==> config.mk <==
export PLATFORM = sky130hd
export DESIGN_NAME = wb_pwm_bank
export DESIGN_NICKNAME = d
export VERILOG_FILES = /design/src/rtl/pwm_bank_pkg.sv /design/src/rtl/pwm_channel.sv /design/src/rtl/wb_pwm_bank.sv
export SDC_FILE = /design/constraint.sdc
export NUM_CORES = 1
export LEC_CHECK = 0
export BUFFER_PORTS_ARGS = -buffer_cell sky130_fd_sc_hd__buf_2
export CAP_MARGIN = 15
export CORE_MARGIN = 3
export CORE_UTILIZATION = 60
export CTS_CLUSTER_DIAMETER = 50
export DETAILED_ROUTE_END_ITERATION = 7
export PLACE_DENSITY = 0.8
export SYNTH_ARGS = -nofsm -noshare
export SYNTH_HDL_FRONTEND = slang
export SYNTH_SLANG_ARGS = --single-unit
==> constraint.sdc <==
create_clock -name wb_clk_i -period 27.8 [get_ports wb_clk_i]
set_input_delay 8.34 -clock wb_clk_i [delete_from_list [all_inputs] [get_ports wb_clk_i]]
set_output_delay 8.34 -clock wb_clk_i [all_outputs]
set_load 0.01 [all_outputs]
==> src/rtl/pwm_bank_pkg.sv <==
// Shared constants for the Wishbone PWM bank: register offsets, bit
// positions, legal parameter limits and a byte-lane merge helper.
package pwm_bank_pkg;

  localparam int NCH_MIN = 1;
  localparam int NCH_MAX = 16;
  localparam int CW_MIN  = 8;
  localparam int CW_MAX  = 16;

  localparam logic [7:0] OFS_CTRL   = 8'h00;
  localparam logic [7:0] OFS_PERIOD = 8'h04;
  localparam logic [7:0] OFS_STATUS = 8'h08;
  localparam logic [7:0] OFS_DUTY0  = 8'h10;

  localparam int CTRL_EN     = 0;
  localparam int CTRL_IRQ_EN = 1;
  localparam int CTRL_OE     = 2;
  localparam int STATUS_WRAP = 0;

  // Replace only the byte lanes selected by sel; other lanes keep old_v.
  function automatic logic [31:0] merge_bytes(input logic [31:0] old_v,
                                              input logic [31:0] new_v,
                                              input logic [3:0]  sel);
    logic [31:0] r;
    r = old_v;
    for (int b = 0; b < 4; b++) begin
      if (sel[b]) r[8*b +: 8] = new_v[8*b +: 8];
    end
    return r;
  endfunction

endpackage

==> src/rtl/pwm_channel.sv <==
// One PWM channel: duty shadow register plus registered compare output.
module pwm_channel
  import pwm_bank_pkg::*;
#(
  parameter int CW = 16
) (
  input  logic          clk_i,
  input  logic          rst_i,
  input  logic          load_i,
  input  logic          en_i,
  input  logic [CW-1:0] duty_i,
  input  logic [CW-1:0] cnt_i,
  output logic          pwm_o
);

  logic [CW-1:0] duty_sh_q, duty_sh_d;
  logic          pwm_q, pwm_d;

  // Shadow follows the programmed duty only at load points; compare against it.
  always_comb begin
    duty_sh_d = load_i ? duty_i : duty_sh_q;
    pwm_d     = en_i && (cnt_i < duty_sh_q);
  end

  // Channel state registers.
  always_ff @(posedge clk_i or posedge rst_i) begin
    if (rst_i) begin
      duty_sh_q <= '0;
      pwm_q     <= 1'b0;
    end else begin
      duty_sh_q <= duty_sh_d;
      pwm_q     <= pwm_d;
    end
  end

  assign pwm_o = pwm_q;

endmodule

==> src/rtl/wb_pwm_bank.sv <==
// Wishbone-attached bank of NCH PWM channels sharing one period counter.
module wb_pwm_bank
  import pwm_bank_pkg::*;
#(
  parameter int          NCH      = 8,
  parameter int          CW       = 16,
  parameter logic [31:0] BASE_ADR = 32'h3000_0000
) (
  input  logic           wb_clk_i,
  input  logic           wb_rst_i,
  input  logic           wbs_stb_i,
  input  logic           wbs_cyc_i,
  input  logic           wbs_we_i,
  input  logic [3:0]     wbs_sel_i,
  input  logic [31:0]    wbs_adr_i,
  input  logic [31:0]    wbs_dat_i,
  output logic           wbs_ack_o,
  output logic [31:0]    wbs_dat_o,
  output logic [NCH-1:0] pwm_o,
  output logic [NCH-1:0] pwm_oeb_o,
  output logic           irq_o
);

  localparam logic [5:0] W_CTRL   = OFS_CTRL[7:2];
  localparam logic [5:0] W_PERIOD = OFS_PERIOD[7:2];
  localparam logic [5:0] W_STATUS = OFS_STATUS[7:2];
  localparam logic [5:0] W_DUTY0  = OFS_DUTY0[7:2];

  logic [2:0]    ctrl_q, ctrl_d;
  logic [CW-1:0] period_q, period_d;
  logic [CW-1:0] period_sh_q, period_sh_d;
  logic [CW-1:0] cnt_q, cnt_d;
  logic [CW-1:0] duty_q [NCH];
  logic [CW-1:0] duty_d [NCH];
  logic          wrap_pend_q, wrap_pend_d;
  logic          ack_q, ack_d;
  logic [31:0]   dat_q, dat_d;

  logic          addressed, xfer, wr, clr, en, wrap, load_sh;
  logic [5:0]    word;
  logic [31:0]   rd_data;
  logic          unused_adr_lsb;

  // A transfer is taken once; the ack cycle masks it so a held strobe is not re-executed.
  assign addressed      = wbs_stb_i & wbs_cyc_i & (wbs_adr_i[31:8] == BASE_ADR[31:8]);
  assign xfer           = addressed & ~ack_q;
  assign wr             = xfer & wbs_we_i;
  assign word           = wbs_adr_i[7:2];
  assign unused_adr_lsb = ^wbs_adr_i[1:0];
  assign en             = ctrl_q[CTRL_EN];
  assign wrap           = en && (cnt_q == period_sh_q);
  assign load_sh        = ~en | wrap;

  // Read mux; unmapped words and duty slots beyond NCH read as zero.
  always_comb begin
    rd_data = '0;
    case (word)
      W_CTRL:   rd_data = 32'(ctrl_q);
      W_PERIOD: rd_data = 32'(period_q);
      W_STATUS: rd_data = 32'(wrap_pend_q);
      default:  rd_data = '0;
    endcase
    for (int i = 0; i < NCH; i++) begin
      if (word == W_DUTY0 + 6'(i)) rd_data = 32'(duty_q[i]);
    end
  end

  // Register writes with byte-lane merge; truncation drops bits above each field.
  always_comb begin
    ctrl_d   = ctrl_q;
    period_d = period_q;
    duty_d   = duty_q;
    if (wr && word == W_CTRL)
      ctrl_d = 3'(merge_bytes(32'(ctrl_q), wbs_dat_i, wbs_sel_i));
    if (wr && word == W_PERIOD)
      period_d = CW'(merge_bytes(32'(period_q), wbs_dat_i, wbs_sel_i));
    for (int i = 0; i < NCH; i++) begin
      if (wr && word == W_DUTY0 + 6'(i))
        duty_d[i] = CW'(merge_bytes(32'(duty_q[i]), wbs_dat_i, wbs_sel_i));
    end
  end

  // Counter, period shadow, wrap flag (a wrap beats a same-cycle clear) and bus response.
  always_comb begin
    clr         = wr && (word == W_STATUS) && wbs_sel_i[0] && wbs_dat_i[STATUS_WRAP];
    wrap_pend_d = wrap | (wrap_pend_q & ~clr);
    cnt_d       = (!en || wrap) ? '0 : cnt_q + CW'(1);
    period_sh_d = load_sh ? period_q : period_sh_q;
    ack_d       = xfer;
    dat_d       = (xfer & ~wbs_we_i) ? rd_data : '0;
  end

  // State registers, all cleared asynchronously.
  always_ff @(posedge wb_clk_i or posedge wb_rst_i) begin
    if (wb_rst_i) begin
      ctrl_q      <= '0;
      period_q    <= '0;
      period_sh_q <= '0;
      cnt_q       <= '0;
      duty_q      <= '{default: '0};
      wrap_pend_q <= 1'b0;
      ack_q       <= 1'b0;
      dat_q       <= '0;
    end else begin
      ctrl_q      <= ctrl_d;
      period_q    <= period_d;
      period_sh_q <= period_sh_d;
      cnt_q       <= cnt_d;
      duty_q      <= duty_d;
      wrap_pend_q <= wrap_pend_d;
      ack_q       <= ack_d;
      dat_q       <= dat_d;
    end
  end

  for (genvar g = 0; g < NCH; g++) begin : g_ch
    pwm_channel #(.CW(CW)) u_ch (
      .clk_i  (wb_clk_i),
      .rst_i  (wb_rst_i),
      .load_i (load_sh),
      .en_i   (en),
      .duty_i (duty_q[g]),
      .cnt_i  (cnt_q),
      .pwm_o  (pwm_o[g])
    );
  end

  assign wbs_ack_o = ack_q;
  assign wbs_dat_o = dat_q;
  assign pwm_oeb_o = {NCH{~ctrl_q[CTRL_OE]}};
  assign irq_o     = wrap_pend_q & ctrl_q[CTRL_IRQ_EN];

endmodule

==> results of run 1 <==
## per-layer routing
layer / up-vias / wire length [um] / share of wire (%)
li1: 5278 / - / -
met1: 6012 / 18100 / 43
met2: 440 / 20400 / 48
met3: 108 / 2530 / 5.9
met4: 2 / 1460 / 3.4
met5: - / 11 / 0.026
## worst min-delay path by stage
stage	endpoint	slack (ns)	depth (start not counted)	from
after floorplan	period_q[0]$_DFFE_PP0P_	0.47	1	period_q[0]$_DFFE_PP0P_
final	g_ch[0].u_ch.duty_sh_q[13]$_DFFE_PP0N_	0.50	1	g_ch[0].u_ch.duty_sh_q[13]$_DFFE_PP0N_
after global routing	g_ch[2].u_ch.duty_sh_q[15]$_DFFE_PP0N_	0.52	1	g_ch[2].u_ch.duty_sh_q[15]$_DFFE_PP0N_
after detailed placement	ctrl_q[2]$_DFFE_PP0P_	0.49	1	ctrl_q[2]$_DFFE_PP0P_
after global placement	period_q[6]$_DFFE_PP0P_	0.48	1	period_q[6]$_DFFE_PP0P_
after CTS	ctrl_q[2]$_DFFE_PP0P_	0.51	1	ctrl_q[2]$_DFFE_PP0P_
## final cells by class
type	instances	area, um2
inverters	134	510
well taps	378	473
flip-flops and latches	333	8330
repair buffers	98	537
clock buffers	55	1110
fillers	2018	8870
clock inverters	13	190
multi-input cells	908	8070
## state kept, by name (all words and copies together) (netlist names)
name / flops
cnt_q: 16
period_sh_q: 16
g_ch.u_ch.duty_sh_q: 128
duty_q: 128
wrap_pend_q: 1
period_q: 16
wbs_ack_o: 1
g_ch.u_ch.pwm_o: 8
wbs_dat_o: 16
ctrl_q: 3
## per-stage QoR
step	instances	area, um2
detailed placement	1850	17900
global placement	1850	17900
finish	1919	19200
floorplan	1461	17400
CTS	1918	19200
global route	1919	19200
## report_power, final
| group | total (mW) | switching, mW | internal [mW] |
|---|---|---|---|
| clock network | 0.516 | 0.201 | 0.315 |
| logic | 0.0348 | 0.0274 | 0.00735 |
| registers | 0.485 | 0.00000000151 | 0.485 |
| total | 1.04 | 0.228 | 0.807 |
## kinds of logic after synthesis
kind of cell / synth area share (%)
adder cells (fa/ha/maj): 8.75
AND/OR/NAND/NOR: 6.73
XOR/XNOR: 1.52
flip-flops: 48.2
AO/OA/AOI/OAI: 9.02
other: 0.0217
buffers and inverters: 5.63
multiplexers: 20.2
## cell usage after synthesis, types with 18 or more instances
library cell / number
a211oi_1: 18
a21oi_1: 35
buf_2: 23
buf_4: 32
clkbuf_1: 25
dfrtp_1: 333
ha_1: 121
inv_1: 134
mux2_1: 21
mux2_2: 276
nand2_1: 55
nand3_1: 19
nor2_1: 39
o21ai_0: 78
xor2_1: 23
## worst max-delay path: stages
cell and delay, ns:
buf_2 0.54, nor4b_2 0.31, buf_4 0.35, nand3_1 0.65
nor4_4 0.80, mux2_2 0.41
==> metrics.md, run 1 <==
| Metric | Value |
|---|---|
| GR Layer Usage met2 | `45.8%` |
| Total gr overflow | `0` |
| Grt peak-use layer | `met2` |
| Vias in the first global route | `12,000` |
| Setup Buffers After CTS | `0` |
| Total power draw | `1.04 mW` |
| Critical Path RT | `between 20 and 30 ns` |
| Mapped Cells | `1,446` |
| Dpl ws | `16.40 ns` |
| Crit path DAT | `11.42 ns` |
| Async S/R FF share, synth | `100%` |
| Area delta synth->final | `11.0%` |
| Starting Density | `around three fifths` |
| Inserted Clock Buffers | `38` |
| TritonCTS clock tree | `built` |
| R2R Path End | `g_ch[7].u_ch.duty_sh_q[13]$_DFFE_PP0N_` |
| Post-synthesis sequential area ratio | `48.2%` |
| Relative slew margins | `19.8%` |
| Biggest area consumer among synthesized cells | `dfrtp_1` |
| Max rail drop VDD | `0.0451 mV` |
| Final ANT Viol Nets | `0` |
| WHS | `between 0.5 and 0.6 ns` |
| Syn. warnings | `0` |
| Remaining DRCs | `0` |
| GRT Total Usage | `around 28%` |
| Max cap viols | `0` |
| Grt met3 use | `4.24%` |
| FF+latch count, synth | `333` |
| Most frequent cells in the layout | `dfrtp_1, mux2_2, inv_1, ha_1, buf_2` |
| Mapped Avg Cell Area | `roughly 12 um2` |
| Actual slew at the worst max-slew pin | `roughly 1.2 ns` |
| Commonest non-fill, non-tap cell in the layout | `dfrtp_1` |
| R2R Setup Slk | `24.11 ns` |
| Reg-to-Reg Start | `cnt_q[1]$_DFF_PP0_` |
| RSZ-0062 raised after global routing | `false` |
| Post-route worst setup slack | `around 17 ns` |
| WS Path Type | `primary input to flop` |
| Input/output buffers | `86` |
| Routability cong. | `0.885` |
| Via count | `11,800` |
| Worst-path clk slew | `approximately 0.06 ns` |
| Final critical-path required period | `roughly 11 ns` |
| DRT Pass-1 Iters | `5` |
| Outcome | `completed` |
| Clock Path Buffers | `3` |
| CP endpoint | `duty_q[67]$_DFFE_PP0P_` |
| Num ports | `123` |
| Met1 usage | `37.4%` |
| # setup viols final | `0` |
| Final WL | `around 42 mm` |
| Top FF cell, synth | `dfrtp_1` |
| Worst hold-check path type | `flop to flop` |
| Yosys cell types | `60` |
| CTS Sinks | `333` |
| Largest net degree at the start of global routing | `152` |
| Post-DP HPWL | `28.9 mm` |
| R2R depth | `6` |
| Nets | `1,707` |
| Worst setup EP type | `flop` |
| Hold Buf Count CTS | `0` |
| First-pass GRT wire length | `67.0 mm` |
| Vias/cell | `6.17` |
| # H-tree levels | `2` |
| Crit path launch | `wbs_adr_i[4]` |
| Row cnt | `61` |
| Final setup TNS | `0 ns` |
| Final clock skew | `0.0137 ns` |
| Cell area after synthesis | `17,300 um2` |
| Power per cell area | `around 54 nW/um2` |
| Core Area | `28,100 um2` |
| Hold Fails Final Rpt | `0` |
| Total die area | `30,900 um2` |
| Fin util | `68.4%` |
| Post-synth EDFFs | `0` |
| Post_cts resized | `0` |
| ANT cells | `0` |
| Area share of the largest cell type after synthesis | `48.2%` |
| First DRT Iteration DRCs | `984` |
| Die height | `176 um` |
| Fin crit share | `39.6%` |
| Share of cells above drive strength 1 | `30.1%` |
| Worst Setup Start Kind | `primary input` |
| Synth top area cells | `dfrtp_1, mux2_2, ha_1, inv_1, o21ai_0` |
| Routed length per placed instance | `around 22 um` |
| Worst-Skew Late Latency | `0.53 ns` |
| Root Driver | `clkbuf_16` |
| Max FO, Critical Path | `31` |
| Max Fclk | `90.8 MHz` |
| Initial antenna violation count | `1` |
| Max Slew Vio Count | `0` |
| Floorplan die width | `approximately 180 um` |
| P_leak | `9.60 nW` |
(Power assumes the default switching activity.)
==> inputs of run 2 (changes only) <==
- clock period: 27.8 -> 11.1 ns (I/O delays scaled with it)
==> run 2 against run 1 <==
  * Via count decreased by 0.95%
  * Cell count down 0.10%
  * Clock power up 130%
  * Setup slack lost 12 ns
  * Wire length rose by 0.18%
  * Non-clock buffer count unchanged
  * Power rose by 140%
  * Design area shrank 0.61%
  * Register-to-register slack worse by 17 ns
  * Sequential power grew 150%
  * Combinational power rose to 2.5 times the previous value
  * Sequential cell count did not move
  * Largest cell class unchanged
==> metrics.md, run 2 (synthesis gave the netlist of run 1 again) <==
| Metric | Value |
|---|---|
| R2R Setup Slk | `about 7.4 ns` |
| Total gr overflow | `0` |
| Fin crit share | `53.9%` |
| WS Path Type | `primary input to flop` |
| Routed length per placed instance | `22.2 um` |
| Largest regs | `duty_q: 128 flops, g_ch.u_ch.duty_sh_q: 128 flops` |
| Final setup TNS | `0 ns` |
| Routability cong. | `between 0.8 and 0.9` |
| Vias in the first global route | `11,900` |
| Critical Path RT | `11.49 ns` |
| CTS Sinks | `approximately 330` |
| First-pass GRT wire length | `about 66 mm` |
| Post-route worst setup slack | `5.11 ns` |
| Final ANT Viol Nets | `0` |
| Hold Path Origin | `g_ch[1].u_ch.duty_sh_q[14]$_DFFE_PP0N_` |
| Via count | `11,700` |
| Hold Buf Count CTS | `0` |
| R2R depth | `6` |
| Total die area | `between 30,000 and 40,000 um2` |
| # setup viols final | `0` |
| Cell depth of the worst hold path | `1` |
| Reg-to-Reg Start | `cnt_q[1]$_DFF_PP0_` |
| Final clock skew | `~0.013 ns` |
| Nets | `1,706` |
| Max Fclk | `roughly 170 MHz` |
| First DRT Iteration DRCs | `1,013` |
| Worst-path clk slew | `about 0.06 ns` |
| P_leak | `9.54 nW` |
| Die height | `176 um` |
| Design area | `19,100 um2` |
| Remaining DRCs | `0` |
| Clock Path Buffers | `3` |
| Crit path DAT | `6.38 ns` |
| # H-tree levels | `2` |
| Area delta synth->final | `10.4%` |
| Worst setup EP type | `flop` |
| Post_cts resized | `0` |
| Actual slew at the worst max-slew pin | `about 1.2 ns` |
| Root Driver | `clkbuf_16` |
| RSZ-0062 raised after global routing | `false` |
| Crit path launch | `wbs_adr_i[4]` |
| Power per cell area | `131 nW/um2` |
| Final WL | `between 40 and 50 mm` |
| Hold Fails Final Rpt | `0` |
| Starting Density | `61.6%` |
| Core Area | `28,100 um2` |
| Largest net degree at the start of global routing | `between 150 and 200` |
| Max FO, Critical Path | `31` |
| Initial antenna violation count | `2` |
| Fill count | `2,100` |
| Max Slew Vio Count | `0` |
| Final critical-path required period | `5.99 ns` |
| Relative slew margins | `between 20% and 30%` |
| TritonCTS clock tree | `built` |
| R2R Path End | `g_ch[4].u_ch.duty_sh_q[3]$_DFFE_PP0N_` |
| GRT Total Usage | `27.5%` |
| DRT Pass-1 Iters | `5` |
| Inserted Clock Buffers | `37` |
| Floorplan die width | `176 um` |
| Area after DPL | `approximately 18,000 um2` |
| Outcome | `completed` |
| Most frequent cells in the layout | `dfrtp_1, mux2_2, inv_1, ha_1, buf_2` |
| Dpl ws | `4.74 ns` |
| Total power draw | `2.49 mW` |
| Worst hold-check path type | `flop to flop` |
| Worst Setup Start Kind | `primary input` |
| Commonest non-fill, non-tap cell in the layout | `dfrtp_1` |
| Worst-Skew Late Latency | `just over 0.5 ns` |
| Share of cells above drive strength 1 | `29.9%` |
| Hold Path Sink | `g_ch[1].u_ch.duty_sh_q[14]$_DFFE_PP0N_` |
| Max cap viols | `0` |
| Input/output buffers | `86` |
| Vias/cell | `6.12` |
| Setup Buffers After CTS | `0` |
| Row cnt | `about 60` |
| Num ports | `123` |
| Max rail drop VDD | `0.130 mV` |
| Post-DP HPWL | `29.3 mm` |
## run 2: cell types whose count changed in the layout (fill, tap and decap cells not counted), sizes merged
cell / previous run / this run
inv: 136 / 133
diode: 0 / 1
bufinv: 4 / 2
clkinv: 4 / 5
clkinvlp: 3 / 4
## run 2: cell type report
class	instances	area, um2	area share [%]
Sequential cell	333	8330	43.6
Multi-Input combinational cell	908	8070	42.2
Clock buffer	55	1070	5.62
Timing Repair Buffer	98	533	2.79
Inverter	134	507	2.65
Tap cell	378	473	2.48
Clock inverter	10	111	0.583
Antenna cell	1	2.50	0.0131
## run 2: routing by layer
metal  global-route usage (%)  vias up  part of all wire (%)
li1                         -     5257                     -
met1                     37.0     5935                    42
met2                     45.7      423                    49
met3                     4.71      108                   6.2
met4                     9.11        4                   3.0
met5                        0        -                 0.056
## run 2: stage by stage
| step | std cells | hold slack [ns] | utilization, % |
|---|---|---|---|
| finish | 1917 | 0.505 | 68.0 |
| global placement | 1851 | 0.483 | 63.8 |
| floorplan | 1461 | 0.469 | - |
| CTS | 1916 | 0.508 | 68.0 |
| global route | 1916 | 0.514 | 68.0 |
| detailed placement | 1851 | 0.495 | 63.8 |
## run 2: critical path, stage by stage
cell and delay, ns:
buf_2 0.54, nor4b_2 0.31, buf_4 0.32, nand3_1 0.65
nor4_4 0.79, mux2_2 0.41
## run 2: report_power, final
| part | internal, mW | leakage [nW] | switching [mW] |
|---|---|---|---|
| clock network | 0.715 | 0.574 | 0.478 |
| logic | 0.0186 | 4.32 | 0.0688 |
| registers | 1.21 | 4.64 | 0.00000000390 |
| total | 1.95 | 9.54 | 0.547 |
## run 2: how the worst max path moves through the flow
stage / end / slack (ns) / cells after the start
2_1_floorplan: cnt_q[0]$_DFF_PP0_ / 3.32 / 1
3_3_place_gp: duty_q[65]$_DFFE_PP0P_ / 4.73 / 6
3_5_place_dp: duty_q[66]$_DFFE_PP0P_ / 4.74 / 6
4_1_cts: duty_q[65]$_DFFE_PP0P_ / 5.28 / 6
5_1_grt: duty_q[65]$_DFFE_PP0P_ / 5.02 / 6
6_report: duty_q[66]$_DFFE_PP0P_ / 5.11 / 6
